[config.mk]
export PLATFORM = sky130hd
export DESIGN_NAME = shift_issue
export DESIGN_NICKNAME = d
export VERILOG_FILES = /design/src/rtl/shift_pkg.sv /design/src/rtl/shift_fifo2.sv /design/src/rtl/shift_issue.sv
export SDC_FILE = /design/constraint.sdc
export NUM_CORES = 1
export LEC_CHECK = 0
export ABC_AREA = 1
export BUFFER_PORTS_ARGS = -buffer_cell sky130_fd_sc_hd__buf_2
export CORE_ASPECT_RATIO = 1.1
export CORE_MARGIN = 4
export CORE_UTILIZATION = 35
export DETAILED_ROUTE_END_ITERATION = 8
export GPL_TIMING_DRIVEN = 0
export PLACE_DENSITY = 0.63
export SYNTH_ARGS = -nofsm -noshare
export SYNTH_HDL_FRONTEND = slang
export SYNTH_HIERARCHICAL = 1
export SYNTH_SLANG_ARGS = --single-unit
[constraint.sdc]
create_clock -name clk -period 3.5 [get_ports clk]
set_input_delay 0.525 -clock clk [delete_from_list [all_inputs] [get_ports clk]]
set_output_delay 0.525 -clock clk [all_outputs]
set_load 0.05 [all_outputs]
[src/rtl/shift_pkg.sv]
// Shared encodings and the buffered entry layout for the shift issue stage.
// Way encodings match the EX shifter's control field.
package shift_pkg;

  localparam logic [1:0] WAY_SLL = 2'b00;
  localparam logic [1:0] WAY_SRL = 2'b01;
  localparam logic [1:0] WAY_SLA = 2'b10;
  localparam logic [1:0] WAY_SRA = 2'b11;

  localparam logic [5:0] OP_RTYPE = 6'b000000;

  localparam logic [5:0] FN_SLL  = 6'b000000;
  localparam logic [5:0] FN_SRL  = 6'b000010;
  localparam logic [5:0] FN_SRA  = 6'b000011;
  localparam logic [5:0] FN_SLLV = 6'b000100;
  localparam logic [5:0] FN_SRLV = 6'b000110;
  localparam logic [5:0] FN_SRAV = 6'b000111;

  typedef struct packed {
    logic [1:0]  way;
    logic [31:0] data;
    logic [4:0]  num;
    logic [4:0]  rd;
  } shift_entry_t;

endpackage

[src/rtl/shift_fifo2.sv]
// Two-entry FIFO of decoded shift entries with synchronous flush.
// Latency: a push is visible at the head after the next edge.
// Backpressure: full blocks pushes, even when a pop happens in the same cycle.
module shift_fifo2
  import shift_pkg::*;
(
  input  logic         clk,
  input  logic         rst_n,
  input  logic         flush,
  input  logic         push,
  input  logic         pop,
  input  shift_entry_t wr_dat,
  output shift_entry_t rd_dat,
  output logic         full,
  output logic         empty
);

  shift_entry_t mem [2];
  logic         wr_ptr;
  logic         rd_ptr;
  logic [1:0]   count;
  logic         do_push;
  logic         do_pop;

  assign full    = (count == 2'd2);
  assign empty   = (count == 2'd0);
  assign do_push = push && !full && !flush;
  assign do_pop  = pop && !empty && !flush;
  assign rd_dat  = mem[rd_ptr];

  always_ff @(posedge clk or negedge rst_n) begin
    if (!rst_n) begin
      mem[0] <= '0;
      mem[1] <= '0;
    end else if (do_push) begin
      mem[wr_ptr] <= wr_dat;
    end
  end

  // Flush only resets bookkeeping; stale payload stays behind a cleared count.
  always_ff @(posedge clk or negedge rst_n) begin
    if (!rst_n) begin
      wr_ptr <= 1'b0;
      rd_ptr <= 1'b0;
      count  <= 2'd0;
    end else if (flush) begin
      wr_ptr <= 1'b0;
      rd_ptr <= 1'b0;
      count  <= 2'd0;
    end else begin
      if (do_push) wr_ptr <= ~wr_ptr;
      if (do_pop)  rd_ptr <= ~rd_ptr;
      count <= count + {1'b0, do_push} - {1'b0, do_pop};
    end
  end

endmodule

[src/rtl/shift_issue.sv]
// Decode-and-issue for R-type shifts into a 2-deep buffer ahead of EX; SHIFT_ISSUE_VAR_EN adds SLLV/SRLV/SRAV.
// Latency: accepted instruction appears on out_valid one cycle later; illegal pulses one cycle later.
// Backpressure: in_ready drops when the buffer is full or flush is high.
module shift_issue
  import shift_pkg::*;
(
  input  logic        clk,
  input  logic        rst_n,
  input  logic        flush,
  input  logic        in_valid,
  output logic        in_ready,
  input  logic [31:0] instr,
  input  logic [31:0] rs_val,
  input  logic [31:0] rt_val,
  output logic        out_valid,
  input  logic        out_ready,
  output logic [1:0]  way,
  output logic [31:0] data_in,
  output logic [4:0]  shift_num,
  output logic [4:0]  rd,
  output logic        illegal,
  output logic [31:0] illegal_instr
);

  logic         full;
  logic         empty;
  logic         accept;
  logic         legal;
  logic [1:0]   dec_way;
  logic [4:0]   dec_num;
  logic         push;
  shift_entry_t wr_dat;
  shift_entry_t head;

  assign in_ready = !full && !flush;
  assign accept   = in_valid && in_ready;

  always_comb begin
    legal   = 1'b0;
    dec_way = WAY_SLL;
    dec_num = instr[10:6];
    if (instr[31:26] == OP_RTYPE) begin
      case (instr[5:0])
        FN_SLL:  begin legal = 1'b1; dec_way = WAY_SLL; end
        FN_SRL:  begin legal = 1'b1; dec_way = WAY_SRL; end
        FN_SRA:  begin legal = 1'b1; dec_way = WAY_SRA; end
`ifdef SHIFT_ISSUE_VAR_EN
        FN_SLLV: begin legal = 1'b1; dec_way = WAY_SLL; dec_num = rs_val[4:0]; end
        FN_SRLV: begin legal = 1'b1; dec_way = WAY_SRL; dec_num = rs_val[4:0]; end
        FN_SRAV: begin legal = 1'b1; dec_way = WAY_SRA; dec_num = rs_val[4:0]; end
`endif
        default: ;
      endcase
    end
  end

`ifdef SHIFT_ISSUE_VAR_EN
  logic unused_bits;
  assign unused_bits = ^{instr[25:16], rs_val[31:5]};
`else
  logic unused_bits;
  assign unused_bits = ^{instr[25:16], rs_val};
`endif

  // Writes to $0 are architecturally dead, so they never occupy a slot.
  assign push   = accept && legal && (instr[15:11] != 5'd0);
  assign wr_dat = '{way: dec_way, data: rt_val, num: dec_num, rd: instr[15:11]};

  shift_fifo2 u_fifo (
    .clk    (clk),
    .rst_n  (rst_n),
    .flush  (flush),
    .push   (push),
    .pop    (out_ready),
    .wr_dat (wr_dat),
    .rd_dat (head),
    .full   (full),
    .empty  (empty)
  );

  assign out_valid = !empty;
  assign way       = head.way;
  assign data_in   = head.data;
  assign shift_num = head.num;
  assign rd        = head.rd;

  always_ff @(posedge clk or negedge rst_n) begin
    if (!rst_n) begin
      illegal       <= 1'b0;
      illegal_instr <= 32'd0;
    end else if (flush) begin
      illegal <= 1'b0;
    end else begin
      illegal <= accept && !legal;
      if (accept && !legal) illegal_instr <= instr;
    end
  end

endmodule

==> flow_results.org <==
** Clocking
- H-tree lvl count :: 4
- Clock-pin slew was measured on the worst setup and hold paths at 0.05 ns.
- Number of buffers added to fix hold violations after cts :: 0
- Gates resized during post-CTS repair numbered 0.
- TritonCTS built the clock tree.
- Clock network latency to the later pin of the worst-skew pair :: 0.42 ns
- For this design, the sink count on the clock tree is 125.
- Clk buf depth :: 2
- In this run the clock root is driven by a clkbuf_16.
- Counting the buffers created by CTS gives 17.
- Number of setup buffers added after CTS :: 0

** Critical path
- Terminus of the critical flop-to-flop path :: u_fifo/count[1]
- Critical path class :: flip-flop to flip-flop
- The worst register-to-register path has a depth of 10.
- Data arrival time at the worst-slack endpoint :: 3.01 ns
- In this run the worst path has a maximum fanout of 7.
- The startpoint identified for the worst register-to-register timing path is u_fifo/count[1].
- The worst setup path is captured at a flip-flop.
- The worst setup path is launched from a flip-flop.
- Register-to-register setup slack :: 0.79 ns
- Required time at the endpoint of the critical path :: 3.80 ns

** Global route
- The first global-routing pass estimated 25800 um of wire.
- Entering global routing, the biggest net connects 66 pins.
- Across every metal layer, demand over resource in global routing totals 0.174.
- Initial antenna violation count :: 0
- Global routing finished with a remaining overflow of 0.
- The number of global-route vias before repair came to 5035.

** Route
- Vias after detailed routing :: 5077
- Initial drt markers :: 314
- Dividing the detail-routed via count by the number of cells gives 4.62.
- Remaining number of nets flagged by the antenna check after routing :: 0
- The routed design has 15800 um of wire.
- Pre-Repair DR Iteration Count :: 5
- After detailed routing, the average wire length per cell comes to 14.4 um.
- DRC viols :: 0

** Min path
- Tightest Hold Check Type :: input port to async pin

** Die
- Die height :: 144 um
- Die ar. :: 18900 sq um
- In this run the count of I/O pins placed on the die edge is 180.
- Area inside the core boundary :: 16400 sq um
- Row generation in the floorplan step produced 49 rows.
- Die width :: 131 um
- For this configuration, the core starts out at a cell density of 0.358.

** Timing
- Derived from the worst setup path, the maximum achievable clock frequency is 0.370 GHz.
- The number of max-slew violations in the final report is 0.
- Number of endpoints with negative hold slack in the final report :: 0
- Setup violators final :: 0
- Tmin final :: 2.71 ns
- Worst Tran Pin Value :: 0.601 ns
- Unrepaired setup endpoints after global routing :: no
- Dividing the final minimum period by the clock period gives 0.773.
- Setup Total Neg Slack :: 0 ns
- Slew headroom :: 0.599
- Worst Clk Skew :: 0.00774 ns

** Cells and area
- Fillers :: 1637
- For this run, the post-layout net count is 985.
- Antenna Cells :: 0
- The area growth from synthesis to layout is 28.3%.
- Leading cell type in the layout, fill and taps excluded :: nand2_1
- Non-filler cells in the finished layout :: 1099
- Highest-count cells in the layout ignoring fill and taps :: 318 x nand2_1, 157 x buf_2, 125 x dfrtp_1
- In the final layout, the share of cells above drive strength 1 is 0.280.

** Run status
- The run finished with clean final reports.

** Placed design
- Final estimated routing congestion in global placement :: 0.783
- Including well taps, the total number of placed cells is 1067.
- During placement, the flow inserted port buffers numbering 147.
- The HPWL after detailed placement is 11100 um.

** Synth
- The share of the Yosys chip area taken by registers is 0.534.
- Number of nets produced by synthesis :: 818
- For this run, the number of Yosys warnings is 6.
- Count of state elements after synthesis :: 125
- Library cells used by synthesis :: 27
- Synth Area per Inst :: 8.19 sq um
- In this run the cell area of the synthesized design comes to 5850 sq um.
- Post-synthesis instance total :: 715

** Pwr
- Power density relative to cell area :: 563 nW/um^2
- In this run the static leakage power is 0.00406 uW.
- VDD sags by at most 0.300 mV.

** Flow run
- Maximum capacitance violations :: 0
[power breakdown]
part           internal (uW)  switching, uW  total, uW
Sequential              1500           27.8       1530
Combinational            184            651        835
Clock                   1210            661       1870
Total                   2890           1340       4230
[worst max-delay path: stages, from the launching register on]
cell and delay (ns):
dfrtp_1 0.41, nand2_2 0.17, inv_1 0.11, nor3b_4 0.45, o21ai_0 0.15, nor2_1 0.45
nand3_1 0.15, ha_1 0.23, or2_2 0.28, a21oi_1 0.12, nor2_1 0.06
[per-stage QoR]
| step | hold WS, ns | power (uW) | cell area (sq um) | util | setup WS, ns |
|---|---|---|---|---|---|
| 2_1_floorplan | 0.229 | 2130 | 5850 | - | 1.09 |
| 3_3_place_gp | 0.450 | 2390 | 6840 | 0.418 | 0.144 |
| 3_5_place_dp | 0.454 | 2400 | 6880 | 0.420 | 0.705 |
| 4_1_cts | 0.102 | 4290 | 7510 | 0.459 | 0.746 |
| 5_1_grt | 0.147 | 4390 | 7510 | 0.459 | 0.611 |
| 6_report | 0.101 | 4230 | 7510 | 0.459 | 0.794 |
[synth_stat cells (all sizes together)]
cell type,number,area share
clkbuf,6,0.0038
or2,2,0.0021
buf,33,0.047
a21oi,1,0.00085
nor3,1,0.00085
ha,2,0.0043
nand3,81,0.071
nor2,19,0.015
nand4,1,0.0036
dfrtp,125,0.53
nor3b,1,0.0032
clkinv,1,0.00064
inv,54,0.035
nand2,341,0.23
o21ai,47,0.047
[kinds of logic (layout without fill, tap and decap cells)]
group	count (synthesis)	after routing	share of synthesized area
flops	125	125	0.534
fa+ha+maj	2	2	0.00427
compound gates	48	48	0.0475
buf+inv	94	274	0.0864
simple gates	446	446	0.327
[cell type report]
class | count | area, sq um | area share
Buffer | 39 | 299 | 0.0398
Timing Repair Buffer | 148 | 769 | 0.102
Multi-Input combinational cell | 496 | 2220 | 0.296
Sequential cell | 125 | 3130 | 0.416
Tap cell | 204 | 255 | 0.0340
Clock buffer | 18 | 439 | 0.0585
Clock inverter | 14 | 194 | 0.0258
Inverter | 55 | 206 | 0.0275
[state kept, by name, indices dropped and copies added (netlist names)]
register,cells
illegal,1
illegal_instr,32
u_fifo/count,2
u_fifo/mem,88
u_fifo/rd_ptr,1
u_fifo/wr_ptr,1
[how the worst max path moves through the flow]
stage / startpoint / endpoint / slack (ns) / cells after the start
floorplan: instr[27] / u_fifo/count[1] / 1.09 / 10
global placement: rst_n / u_fifo/mem[30] / 0.14 / 1
detailed placement: instr[27] / u_fifo/count[1] / 0.70 / 11
CTS: u_fifo/count[0] / u_fifo/count[1] / 0.75 / 11
global route: u_fifo/count[0] / u_fifo/count[1] / 0.61 / 13
finish: u_fifo/count[1] / u_fifo/count[1] / 0.79 / 10
[layer usage]
metal | vias up | global-route usage | part of all wire | wire [um]
met2 | 120 | 0.297 | 0.49 | 7670
met4 | 0 | 0.0813 | 0.027 | 422
met3 | 27 | 0.0371 | 0.043 | 681
met1 | 2373 | 0.214 | 0.45 | 7040
li1 | 2557 | - | - | -
met5 | - | 0 | 0 | 0
Power figures use the tool's default switching activity.
